## config.mk

```make
export PLATFORM = sky130hd
export DESIGN_NAME = multicycle_controller
export DESIGN_NICKNAME = d
export VERILOG_FILES = /design/src/rtl/multicycle_controller_pkg.sv /design/src/rtl/multicycle_controller_alu_decoder.sv /design/src/rtl/multicycle_controller.sv
export SDC_FILE = /design/constraint.sdc
export NUM_CORES = 1
export LEC_CHECK = 0
export CORE_ASPECT_RATIO = 0.8
export CORE_UTILIZATION = 40
export CTS_CLUSTER_DIAMETER = 80
export DETAILED_ROUTE_END_ITERATION = 8
export GPL_ROUTABILITY_DRIVEN = 0
export GPL_TIMING_DRIVEN = 0
export PLACE_DENSITY = 0.66
export SLEW_MARGIN = 20
export SYNTH_ARGS = -nofsm -noshare
export SYNTH_HDL_FRONTEND = slang
export SYNTH_SLANG_ARGS = --single-unit
```

## constraint.sdc

```tcl
create_clock -name clk -period 2.4 [get_ports clk]
set_input_delay 0.24 -clock clk [delete_from_list [all_inputs] [get_ports clk]]
set_output_delay 0.24 -clock clk [all_outputs]
set_load 0.005 [all_outputs]
```

## src/rtl/multicycle_controller_pkg.sv

```systemverilog
// Shared types and encodings for the multi-cycle control FSM and its ALU decoder.
// Opcode, ALU operation and datapath mux-select values live here so both files agree.
package multicycle_controller_pkg;

    typedef enum logic [3:0] {
        S_FETCH    = 4'd0,
        S_DECODE   = 4'd1,
        S_MEMADR   = 4'd2,
        S_MEMREAD  = 4'd3,
        S_MEMWB    = 4'd4,
        S_MEMWRITE = 4'd5,
        S_EXECUTER = 4'd6,
        S_EXECUTEI = 4'd7,
        S_ALUWB    = 4'd8,
        S_BEQ      = 4'd9,
        S_JAL      = 4'd10,
        S_ERROR    = 4'd11
    } state_e;

    localparam logic [6:0] OP_LW  = 7'b0000011;
    localparam logic [6:0] OP_SW  = 7'b0100011;
    localparam logic [6:0] OP_R   = 7'b0110011;
    localparam logic [6:0] OP_I   = 7'b0010011;
    localparam logic [6:0] OP_BEQ = 7'b1100011;
    localparam logic [6:0] OP_JAL = 7'b1101111;

    localparam logic [3:0] ALU_AND = 4'b0000;
    localparam logic [3:0] ALU_OR  = 4'b0001;
    localparam logic [3:0] ALU_ADD = 4'b0010;
    localparam logic [3:0] ALU_SUB = 4'b0110;
    localparam logic [3:0] ALU_SLT = 4'b0111;

    localparam logic [1:0] RES_ALUOUT = 2'b00;
    localparam logic [1:0] RES_RDATA  = 2'b01;
    localparam logic [1:0] RES_ALU    = 2'b10;

    localparam logic [1:0] SRCA_PC    = 2'b00;
    localparam logic [1:0] SRCA_OLDPC = 2'b01;
    localparam logic [1:0] SRCA_RS1   = 2'b10;

    localparam logic [1:0] SRCB_RS2   = 2'b00;
    localparam logic [1:0] SRCB_IMM   = 2'b01;
    localparam logic [1:0] SRCB_FOUR  = 2'b10;

    localparam logic [1:0] IMM_I = 2'b00;
    localparam logic [1:0] IMM_S = 2'b01;
    localparam logic [1:0] IMM_B = 2'b10;
    localparam logic [1:0] IMM_J = 2'b11;

endpackage

```

## src/rtl/multicycle_controller_alu_decoder.sv

```systemverilog
// ALU operation decode from op/funct3/funct7b5; purely combinational, zero latency.
// illegal_funct flags an unsupported funct3 for ALU ops or a non-beq branch.
module alu_decoder
    import multicycle_controller_pkg::*;
(
    input  logic [6:0] op,
    input  logic [2:0] funct3,
    input  logic       funct7b5,
    output logic [3:0] alucontrol,
    output logic       illegal_funct
);

    always_comb begin
        alucontrol    = ALU_ADD;
        illegal_funct = 1'b0;
        case (op)
            OP_R, OP_I: begin
                case (funct3)
                    3'b000: alucontrol = (op == OP_R && funct7b5) ? ALU_SUB : ALU_ADD;
                    3'b010: alucontrol = ALU_SLT;
                    3'b110: alucontrol = ALU_OR;
                    3'b111: alucontrol = ALU_AND;
                    default: illegal_funct = 1'b1;
                endcase
            end
            OP_BEQ: begin
                alucontrol    = ALU_SUB;
                illegal_funct = (funct3 != 3'b000);
            end
            default: begin
                alucontrol    = ALU_ADD;
                illegal_funct = 1'b0;
            end
        endcase
    end

endmodule

```

## src/rtl/multicycle_controller.sv

```systemverilog
// Multi-cycle control FSM: fetch/decode/execute/memory/writeback, one state per cycle.
// Stalls in FETCH/MEMREAD/MEMWRITE until mem_ready; counts retired instructions.
module multicycle_controller
    import multicycle_controller_pkg::*;
#(
    parameter int CNT_W = 32
) (
    input  logic             clk,
    input  logic             rst_n,
    input  logic [6:0]       op,
    input  logic [2:0]       funct3,
    input  logic             funct7b5,
    input  logic             zero,
    input  logic             mem_ready,
    output logic             pc_write,
    output logic             adr_src,
    output logic             mem_write,
    output logic             ir_write,
    output logic [1:0]       result_src,
    output logic [1:0]       alu_src_a,
    output logic [1:0]       alu_src_b,
    output logic [1:0]       imm_src,
    output logic             reg_write,
    output logic [3:0]       alucontrol,
    output logic             illegal,
    output logic [CNT_W-1:0] instret
);

    state_e            state_q, state_d;
    logic [CNT_W-1:0]  instret_q, instret_d;
    logic              illegal_q, illegal_d;

    logic [3:0]        dec_alucontrol;
    logic              dec_illegal_funct;
    logic              pc_write_c, ir_write_c, mem_write_c, reg_write_c;
    logic              retire;

    alu_decoder u_alu_decoder (
        .op            (op),
        .funct3        (funct3),
        .funct7b5      (funct7b5),
        .alucontrol    (dec_alucontrol),
        .illegal_funct (dec_illegal_funct)
    );

    always_ff @(posedge clk or negedge rst_n) begin
        if (!rst_n) begin
            state_q   <= S_FETCH;
            instret_q <= '0;
            illegal_q <= 1'b0;
        end else begin
            state_q   <= state_d;
            instret_q <= instret_d;
            illegal_q <= illegal_d;
        end
    end

    always_comb begin
        state_d = state_q;
        case (state_q)
            S_FETCH:    if (mem_ready) state_d = S_DECODE;
            S_DECODE: begin
                if (dec_illegal_funct) begin
                    state_d = S_ERROR;
                end else begin
                    case (op)
                        OP_LW, OP_SW: state_d = S_MEMADR;
                        OP_R:         state_d = S_EXECUTER;
                        OP_I:         state_d = S_EXECUTEI;
                        OP_BEQ:       state_d = S_BEQ;
                        OP_JAL:       state_d = S_JAL;
                        default:      state_d = S_ERROR;
                    endcase
                end
            end
            S_MEMADR:   state_d = (op == OP_LW) ? S_MEMREAD : S_MEMWRITE;
            S_MEMREAD:  if (mem_ready) state_d = S_MEMWB;
            S_MEMWB:    state_d = S_FETCH;
            S_MEMWRITE: if (mem_ready) state_d = S_FETCH;
            S_EXECUTER: state_d = S_ALUWB;
            S_EXECUTEI: state_d = S_ALUWB;
            S_ALUWB:    state_d = S_FETCH;
            S_BEQ:      state_d = S_FETCH;
            S_JAL:      state_d = S_ALUWB;
            S_ERROR:    state_d = S_ERROR;
            default:    state_d = S_FETCH;
        endcase
    end

    // JAL is not listed here: it retires on its way through ALUWB.
    assign retire = (state_d == S_FETCH) &&
                    (state_q == S_MEMWB || state_q == S_MEMWRITE ||
                     state_q == S_ALUWB || state_q == S_BEQ);

    assign instret_d = retire ? instret_q + {{(CNT_W-1){1'b0}}, 1'b1} : instret_q;
    assign illegal_d = illegal_q | (state_d == S_ERROR);

    always_comb begin
        pc_write_c  = 1'b0;
        ir_write_c  = 1'b0;
        mem_write_c = 1'b0;
        reg_write_c = 1'b0;
        adr_src     = 1'b0;
        result_src  = RES_ALUOUT;
        alu_src_a   = SRCA_PC;
        alu_src_b   = SRCB_RS2;
        alucontrol  = ALU_AND;
        case (state_q)
            S_FETCH: begin
                alu_src_a  = SRCA_PC;
                alu_src_b  = SRCB_FOUR;
                alucontrol = ALU_ADD;
                result_src = RES_ALU;
                pc_write_c = mem_ready;
                ir_write_c = mem_ready;
            end
            S_DECODE: begin
                alu_src_a  = SRCA_OLDPC;
                alu_src_b  = SRCB_IMM;
                alucontrol = ALU_ADD;
            end
            S_MEMADR: begin
                alu_src_a  = SRCA_RS1;
                alu_src_b  = SRCB_IMM;
                alucontrol = ALU_ADD;
            end
            S_MEMREAD: adr_src = 1'b1;
            S_MEMWB: begin
                result_src  = RES_RDATA;
                reg_write_c = 1'b1;
            end
            S_MEMWRITE: begin
                adr_src     = 1'b1;
                mem_write_c = 1'b1;
            end
            S_EXECUTER: begin
                alu_src_a  = SRCA_RS1;
                alu_src_b  = SRCB_RS2;
                alucontrol = dec_alucontrol;
            end
            S_EXECUTEI: begin
                alu_src_a  = SRCA_RS1;
                alu_src_b  = SRCB_IMM;
                alucontrol = dec_alucontrol;
            end
            S_ALUWB: begin
                result_src  = RES_ALUOUT;
                reg_write_c = 1'b1;
            end
            S_BEQ: begin
                alu_src_a  = SRCA_RS1;
                alu_src_b  = SRCB_RS2;
                alucontrol = ALU_SUB;
                result_src = RES_ALUOUT;
                pc_write_c = zero;
            end
            S_JAL: begin
                alu_src_a  = SRCA_OLDPC;
                alu_src_b  = SRCB_FOUR;
                alucontrol = ALU_ADD;
                result_src = RES_ALUOUT;
                pc_write_c = 1'b1;
            end
            default: begin
                pc_write_c = 1'b0;
            end
        endcase
    end

    always_comb begin
        case (op)
            OP_LW, OP_I: imm_src = IMM_I;
            OP_SW:       imm_src = IMM_S;
            OP_BEQ:      imm_src = IMM_B;
            OP_JAL:      imm_src = IMM_J;
            default:     imm_src = IMM_I;
        endcase
    end

    // Reset gates the strobes directly so no enable can glitch while rst_n is low.
    assign pc_write  = rst_n & pc_write_c;
    assign ir_write  = rst_n & ir_write_c;
    assign mem_write = rst_n & mem_write_c;
    assign reg_write = rst_n & reg_write_c;

    assign illegal = illegal_q;
    assign instret = instret_q;

endmodule

```

# After elaboration in Yosys (flattened, before gate mapping)
# Index checks and enable logic that the tools add are counted.
# word_totals
ff_bits,37
latchBits,0
ram_bits,0
rom_bits,0
in_bits,15
output_inout_bits,50
word_cells,73
memories,0
# classes
addsub,1
n_mul,0
div,0
n_lt_le_gt_ge,0
eq_ne,21
shift,0
n_mux,22
bitwise_logic,5
n_reduce_logical,21
# ops
cell,count
adder 32 x 1 -> 32 bit (second input constant),1
one-hot mux 4 bit (7 select lines),1
equality test 4 bit (second input constant),5
one-hot mux 4 bit (5 select lines),1
equality test 4 x 3 -> 1 bit (second input constant),4
two-way mux 4 bit,4
one-hot mux 4 bit (4 select lines),1
equality test 7 x 6 -> 1 bit (second input constant),2
equality test 7 bit (second input constant),2
OR reduction 2 bit,7
one-hot mux 2 bit (2 select lines),3
one-hot mux 4 bit (3 select lines),1
OR reduction 4 bit,3
equality test 4 x 2 -> 1 bit (second input constant),2
zero test 4 bit,2
one-hot mux 4 bit (2 select lines),1
equality test 7 x 2 -> 1 bit (second input constant),1
equality test 7 x 5 -> 1 bit (second input constant),1
equality test 3 bit (second input constant),2
two-way mux 3 bit,2
one-hot mux 2 bit (3 select lines),1
OR reduction 3 bit,2
two-way mux 1 bit,5
bitwise AND 1 bit,4
9 further kinds,12

# Logic depth before layout (Yosys ltp)
# Gate-level depths: netlist (run 1).
# depth
ltp_word,8
mapped_depth,9
ltp_nobuf,7

# Hierarchy
# A second synthesis (run 1) with hierarchy kept.
# unflattened
cells_unflattened,243
hier_area_um2,2331.0
# by_module_without_submodules
mod,n_inst,cells_each,area_each_um2,seq_area_each_um2
multicycle_controller,1,228,2209.6,925.9
alu_decoder,1,15,121.4,0.0

# Least setup slack after synthesis (run 1)
# OpenSTA, ideal clock, no wires.
# synth_path
path_type,register to register
startpoint,register state_q[3]
endpoint,register instret_q[22] (netlist: instret[22])
setup_ns,0.124
arrival_ns,1.649
t_required_ns,2.276
path_slack_ns,0.628
path_stages_with_launch,10
path_buffers,3
synth_period_minus_slack_ns,1.772
cell_sequence,dfrtp_1 -> buf_6 -> xnor2_4 -> nor4b_4 -> and3_1 -> buf_4 -> and3_1 -> buf_4 -> nand3_2 -> xnor2_1
# synth_via
elab_chain_len,5
elab_cells_between_ends,22
classes_between,eq/ne: 11; mux: 4; reduce/logical: 7
# synth_rtl
element,line,rtl
"start, declared",multicycle_controller.sv:29,"state_e state_q, state_d;"
"start signal, assigned",multicycle_controller.sv:52,state_q <= state_d;
equality test 4 bit (tied with other cells),multicycle_controller.sv:60,case (state_q)
OR reduction 3 bit (no source line) / logical OR 1 bit (equally long branches),n/a,
one-hot mux 4 bit (7 select lines) / logical OR 1 bit (equally long branches),"multicycle_controller.sv:60, multicycle_controller.sv:92",
zero test 4 bit / logical OR 1 bit (equally long branches),"multicycle_controller.sv:91, multicycle_controller.sv:93",
logical AND 1 bit (*),multicycle_controller.sv:91,assign retire = (state_d == S_FETCH) &&
"end signal, assigned",multicycle_controller.sv:53,instret_q <= instret_d;
"end, declared",multicycle_controller.sv:30,"logic [CNT_W-1:0] instret_q, instret_d;"
# Mark *: on every way between the ends. The rest lies on a longest branch, timed or not.
# A chain may end at the register's enable or synchronous reset.

# Worst setup path after layout (run 1)
# layout_path
startpoint,input op[2]
endpoint,output alucontrol[1]
# layout_via
elab_chain_len,4
elab_cells_between_ends,6
classes_between,eq/ne: 3; mux: 2; reduce/logical: 1
# layout_rtl
element,line,rtl
"start, declared",multicycle_controller.sv:10,"input logic [6:0] op,"
equality test 7 x 5 -> 1 bit / equality test 7 x 6 -> 1 bit (equally long branches),multicycle_controller_alu_decoder.sv:16,case (op)
OR reduction 2 bit,multicycle_controller_alu_decoder.sv:16,
one-hot mux 4 bit (2 select lines) (*),multicycle_controller_alu_decoder.sv:16,
one-hot mux 4 bit (3 select lines) (*),multicycle_controller.sv:108,case (state_q)
"end, declared",multicycle_controller.sv:24,"output logic [3:0] alucontrol,"
# Marked as above.

==> metrics.yaml, run 1 <==
critical_path:
  cp-end-kind: "primary output"
  r2r-end: "instret[23]$_DFFE_PN0P_"
  path_class: "in2out"
  reg2regPathDepth: 7
  reg2reg_setup_slack_ns: 0.31
  crit_required_ns: 2.16
  r2r_start: "state_q[2]$_DFF_PN0_"
  startpoint_type: "input pin"
  crit_arrival_ns: 2.12
  crit_fanout: 4
hold_path:
  hold_start: "instret[31]$_DFFE_PN0P_"
  hold_end: "instret[31]$_DFFE_PN0P_"
  min_path_cells: 1
  hold_path_class: "reg2reg"
synth:
  synth_flop_cell: "dfrtp_1"
  async_flop_share_pct: 100
  synth_top_area_cell: "dfrtp_1"
  ys_ff_latch: 37
  synth.cell_area_mm2: 0.00223
  synth_cells: 239
  synth_edf_count: 0
  synth_area_leaders: "dfrtp_1, xnor2_1, and3_1"
  seq_area_frac_synth_pct: 41.6
  yosys_warnings: 0
  synth.distinct_cells: 46
  syn_nets: 255
  synth_top_area_share_pct: 41.6
  avgSynthCellArea_um2: 9.32
sta:
  maxSlewViolCount: 0
  min_period_ns: 2.36
  final-setup-viol-count: 0
  hold_ws_ns: 0.476
  relSlewSlack_pct: 54.6
  rsz0062_at_grt: "no"
  finalHoldViolCount: 0
  finalCritPeriodShare_pct: 98.2
  fmax_mhz: 424
  tightest_slew_ns: 0.679
  fin_skew_ns: 0.00571
grt:
  grt_usage_pct: 19.2
  first_global_vias: 1715
  grt_max_degree: 24
  grt-ovfl-total: 0
  antenna_found_initial: 0
  grt_pass1_wl_um: 8510
cts:
  numCtsBuffers: 5
  cts.sinks: 37
  worstSkewPairLatency_ns: 0.30
  clkTransAtPathRegs_ns: 0.08
  cts_buffer_depth: 2
  cts_root_buf: "clkbuf_8"
  cts_max_level: 2
  cts_tree: "built"
layout:
  fin_nets: 329
  drive_gt1_share_pct: 11.5
  design_area_mm2: 0.00315
  num-fill-cells: 483
  final_cells: 376
  diodes: 0
  post-route-util_pct: 60.9
  synthToLayoutAreaGrowth_pct: 41.6
power_and_ir_drop:
  ir_worst_vdd_v: 0.000551
  switchingPower_mw: 0.988
  internal_power_mw: 1.66
  power.density_mw_per_mm2: 838
  switching_share_pct: 37.4
  clock_power_share_pct: 18.3
  p_leak_nw: 1.35
  seq_power_share_pct: 29.9
  p_total_mw: 2.64
  combPwrFrac_pct: 51.8
drt:
  drc: 0
  drtIter0Drc: 76
  wl_per_cell_um: 14.2
  dr.pass1.iters: 4
  totalWireLength_um: 5350
  ant_nets: 0
  vias_per_cell: 5.25
  vias: 1975
die:
  fp.dieArea_mm2: 0.00587
  coreArea_mm2: 0.00518
  rows: 23
  start_util_pct: 43.0
  chipHeight_um: 68.7
  num_io_pins: 65
  die_w_um: 85.4
outcome:
  status: "complete, no violations"
place:
  place.detailed.hpwl_um: 3910
  place_area_mm2: 0.00295
  io_buffers: 62
  dp_cells: 364
flow_run:
  drv_cap: 0
-- worst max path at each step --
stage	cells past startpoint	end	slack (ns)	start
6_report	8	alucontrol[1]	0.04	op[2]
3_5_place_dp	8	alucontrol[1]	-0.36	op[3]
5_1_grt	8	alucontrol[1]	0.004	op[2]
3_3_place_gp	3	reg_write	-0.73	rst_n
2_1_floorplan	9	instret[22]$_DFFE_PN0P_	0.63	state_q[3]$_DFF_PN0_
4_1_cts	8	alucontrol[1]	-0.05	op[3]
-- state kept, by name (all words and copies together), names as in the netlist --
| signal | count |
|---|---|
| illegal | 1 |
| instret | 32 |
| state_q | 4 |
-- final cells by class --
| class | count | area [µm²] | share of cell area (%) |
|---|---|---|---|
| clock inverters | 1 | 5.00 | 0.159 |
| flip-flops and latches | 37 | 926 | 29.4 |
| clock buffers | 7 | 96.3 | 3.06 |
| well taps | 62 | 77.6 | 2.46 |
| multi-input cells | 187 | 1270 | 40.4 |
| repair buffers | 68 | 688 | 21.8 |
| plain buffers | 11 | 76.3 | 2.42 |
| inverters | 3 | 11.3 | 0.357 |
-- cell usage in the layout, fill, tap and decap left out, types with 2 or more instances in the layout --
cell type	instances
o21ai_0	2
xor2_1	8
nor3_2	2
nand3_1	15
dlygate4sd3_1	2
o22ai_1	2
clkdlybuf4s50_1	60
and4_1	4
a31oi_1	2
nor4_2	2
clkbuf_4	2
o21ai_1	2
xnor2_1	26
and3_1	16
nor4b_1	2
and2_1	5
dfrtp_1	37
nand4_1	6
buf_4	8
nor3_1	7
nand2_1	26
nor2_1	14
clkbuf_1	2
clkbuf_8	7
nor2b_1	8
inv_1	3
nor2_4	2
nor3b_1	5
o31ai_1	2
a21oi_1	8
-- per-layer routing --
layer | vias up | wire length (µm) | track usage (%)
met4 | 0 | 72 | 6.25
met3 | 8 | 304 | 4.05
met1 | 925 | 2700 | 29.2
met5 | - | 0 | 0
li1 | 987 | - | -
met2 | 55 | 2270 | 26.7
-- power by group through the flow --
| stage | registers [mW] | clock network, mW | logic [mW] |
|---|---|---|---|
| floorplan | 0.789 | 0 | 0.768 |
| global placement | 0.800 | 0 | 1.28 |
| detailed placement | 0.800 | 0 | 1.30 |
| CTS | 0.790 | 0.491 | 1.32 |
| global route | 0.803 | 0.522 | 1.49 |
| finish | 0.791 | 0.483 | 1.37 |
-- cell families (layout without fill, tap and decap cells) --
kind of cell | after synthesis | in the layout | share of synthesized area (%)
xor+xnor | 35 | 35 | 14.6
simple gates | 124 | 124 | 31.3
other cells | 1 | 1 | 0.168
compound gates | 25 | 25 | 7.64
fa+ha+maj | 1 | 1 | 0.562
mux | 1 | 1 | 0.506
buf+inv | 15 | 90 | 3.60
flops | 37 | 37 | 41.6
-- synth_stat cells, drive strengths merged, types with 7 or more instances --
library cell  count
nor3              9
nand3            17
a21oi             8
buf               7
nand2            26
dfrtp            37
xor2              8
and3             16
nor2b             8
nor2             16
xnor2            27
-- worst max-delay path, cell delays in order --
cell	delay [ns]
clkdlybuf4s50_1	0.47
nor2_4	0.19
nand3_4	0.12
nor3b_4	0.22
nand3_1	0.12
a31oi_1	0.17
o22ai_1	0.11
clkdlybuf4s50_1	0.48
-- through the flow --
stage | setup TNS, ns | setup WS (ns)
finish | 0 | 0.0430
global route | 0 | 0.00371
CTS | -0.0715 | -0.0543
detailed placement | -0.618 | -0.364
global placement | -3.27 | -0.732
floorplan | 0 | 0.628
-- what timing repair did --
item / CTS / global route
pin swaps: 1 / 3
setup buffers: 1 / 2
endpoints found under the hold margin: 15 / 0
setup endpoints to repair: 5 / 7
hold buffers: 2 / 0
cloned: 0 / 0
gates resized for setup: 6 / 15
No activity file was read; power rests on OpenSTA's default activity.
==> run 2, diff against run 1 <==
- CTS_BUF_LIST: not set -> sky130_fd_sc_hd__clkbuf_8
- clock period: 2.4 -> 3 ns (I/O delays scaled with it)
==> run 2 against run 1 <==
Against the previous run: core utilization decreased by 1.8 points; setup slack improved by 0.086 ns; cell count decreased by 0.80%; critical path type unchanged; register-to-register slack improved by 0.63 ns; final area decreased by 3.0%; total power decreased by 22%; largest cell class unchanged; combinational power decreased by 24%.
==> metrics.yaml, run 2 (same netlist as run 1, synthesis figures left out) <==
sta:
  fin_skew_ns: 0.00662  # was 0.00571 ns
  hold_ws_ns: 0.476  # about the same
  relSlewSlack_pct: 65.8  # was 54.6%
  rsz0062_at_grt: "no"  # unchanged
  setup_ws_ns: 0.129  # was 0.0430 ns
  fmax_mhz: 348
  maxSlewViolCount: 0  # unchanged
  tightest_slew_ns: 0.510  # was 0.679 ns
  finalCritPeriodShare_pct: 95.7
  tns_ns: 0  # unchanged
  final-setup-viol-count: 0  # unchanged
  finalHoldViolCount: 0  # unchanged
  min_period_ns: 2.87
critical_path:
  startpoint_type: "input pin"  # unchanged
  reg2reg_setup_slack_ns: 0.94  # was 0.31 ns
  path_class: "in2out"  # unchanged
  max_stage_delay_ns: 0.49  # was 0.48 ns
  crit_required_ns: 2.70  # was 2.16 ns
  crit_arrival_ns: 2.57  # was 2.12 ns
  crit_fanout: 4  # unchanged
  cp-end-kind: "primary output"  # unchanged
  crit_slowest_cell: "clkdlybuf4s50_1"  # unchanged
  path_delay_family: "simple AND/OR/NAND/NOR gates"  # was buffers and inverters
  worstPathCellList: "clkdlybuf4s50_1 -> nor2_1 -> nand3_1 -> nor3b_1 -> nand3_1 -> a31oi_1 -> o22ai_1 -> clkdlybuf4s50_1"  # was clkdlybuf4s50_1 -> nor2_4 -> nand3_4 -> nor3b_4 -> nand3_1 -> a31oi_1 -> o22ai_1 -> clkdlybuf4s50_1
  crit_buf_inv: 2  # unchanged
cts:
  worstSkewPairLatency_ns: 0.30  # about the same
  cts_buffer_depth: 2  # unchanged
  cts_root_buf: "clkbuf_8"  # unchanged
  cts_max_level: 2  # unchanged
  clkTransAtPathRegs_ns: 0.08  # about the same
  cts.sinks: 37  # unchanged
  cts_tree: "built"  # unchanged
  numCtsBuffers: 5  # unchanged
  cts_setup_buffers: 0  # was 1
die:
  num_io_pins: 65  # unchanged
  fp.dieArea_mm2: 0.00587  # unchanged
  rows: 23  # unchanged
  coreArea_mm2: 0.00518  # unchanged
  chipHeight_um: 68.7  # unchanged
  start_util_pct: 43.0  # unchanged
  die_w_um: 85.4  # unchanged
drt:
  ant_nets: 0  # unchanged
  drc: 0  # unchanged
  drtIter0Drc: 86  # was 76
  vias_per_cell: 5.23  # was 5.25
  wl_per_cell_um: 13.7  # was 14.2 µm
  dr.pass1.iters: 4  # unchanged
  totalWireLength_um: 5100  # was 5350 µm
  vias: 1952  # was 1975
place:
  place.detailed.hpwl_um: 3910  # unchanged
  io_buffers: 62  # unchanged
  pre_cts_ws_ns: 0.116  # was -0.364 ns
  dp_cells: 364  # unchanged
layout:
  final_cells: 373  # was 376
  drive_gt1_share_pct: 7.72  # was 11.5%
  diodes: 0  # unchanged
  synthToLayoutAreaGrowth_pct: 37.4  # was 41.6%
  layout_commonest_cell: "clkdlybuf4s50_1"  # unchanged
  layout_common_cells: "clkdlybuf4s50_1, dfrtp_1, nand2_1, xnor2_1"  # was clkdlybuf4s50_1, dfrtp_1, nand2_1, xnor2_1, and3_1
  largest_reg_flops: 32  # unchanged
  fin_nets: 326  # was 329
power_and_ir_drop:
  power.density_mw_per_mm2: 673  # was 838 mW/mm²
  ir_worst_vdd_v: 0.000440  # was 0.000551 V
  p_total_mw: 2.06  # was 2.64 mW
  p_leak_nw: 1.29  # was 1.35 nW
grt:
  grt_usage_pct: 18.7  # was 19.2%
  grt_pass1_wl_um: 8360  # was 8510 µm
  antenna_found_initial: 0  # unchanged
  grt_max_degree: 24  # unchanged
  grt-ovfl-total: 0  # unchanged
  first_global_vias: 1701  # was 1715
outcome:
  status: "complete, no violations"  # unchanged
flow_run:
  drv_cap: 0  # unchanged
hold_path:
  hold_path_class: "in2async"  # was reg2reg
## run 2: changes by cell type in the layout (fill, tap and decap cells not counted), moves of 2 or more
cell,delta
buf_4,-4
nor4_1,+2
clkbuf_4,-2
nor2_4,-2
clkbuf_1,+3
nor4_2,-2
nor2_1,+2
## run 2: path summary, 6_finish.rpt
kind / from / to / depth (start not counted)
min: rst_n / instret[15]$_DFFE_PN0P_ / 2
min reg2reg: instret[31]$_DFFE_PN0P_ / instret[31]$_DFFE_PN0P_ / 1
max reg2reg: state_q[1]$_DFF_PN0_ / instret[23]$_DFFE_PN0P_ / 7
max: op[3] / alucontrol[1] / 8
min in group clk: instret[31]$_DFFE_PN0P_ / instret[31]$_DFFE_PN0P_ / 1
max in group asynchronous: rst_n / state_q[1]$_DFF_PN0_ / 3
## run 2: cell type report
cell class                 instances  area (µm²)
buffer                            12        68.8
clock buffer                       7        96.3
clock inverter                     1        5.00
fill                             492        2120
inverter                           3        11.3
multi-input combinational        187        1220
sequential                        37         926
tap                               62        77.6
timing repair buffer              64         653
## run 2: power by group
group | total [mW] | switching [mW] | internal (mW)
clock network | 0.386 | 0.178 | 0.208
logic | 1.04 | 0.525 | 0.516
registers | 0.634 | 0.0643 | 0.569
total | 2.06 | 0.767 | 1.29
## run 2: per-stage QoR
stage / cell area, µm² / util, %
2_1_floorplan: 2230 / -
3_3_place_gp: 2930 / 56.5
3_5_place_dp: 2950 / 56.9
4_1_cts: 3060 / 59.1
5_1_grt: 3060 / 59.1
6_report: 3060 / 59.1
## run 2: routing by layer
metal	vias to the layer above	track usage [%]	wire (µm)
met5	-	0	0
met4	0	6.25	66
met3	7	4.05	225
met2	47	25.7	2090
met1	921	28.6	2710
li1	977	-	-
## run 2: timing repair
| item | 4_1_cts | 5_1_grt |
|---|---|---|
| hold buffers | 1 | 0 |
| endpoints found under the hold margin | 15 | 0 |
| resized for setup | 0 | 0 |
## run 2: worst register-to-register path: cells and delay by family, from the launching register on
kind	cells	cell delay, ns
compound gates	1	0.18
xor+xnor	1	0.15
simple gates	4	1.10
buf+inv	1	0.19
flops	1	0.37
==> run 3, diff against run 2 <==
- CTS_CLUSTER_SIZE: not set -> 14
==> results of run 3 <==
The final DEF is identical to that of run 2; final timing and power are the same.
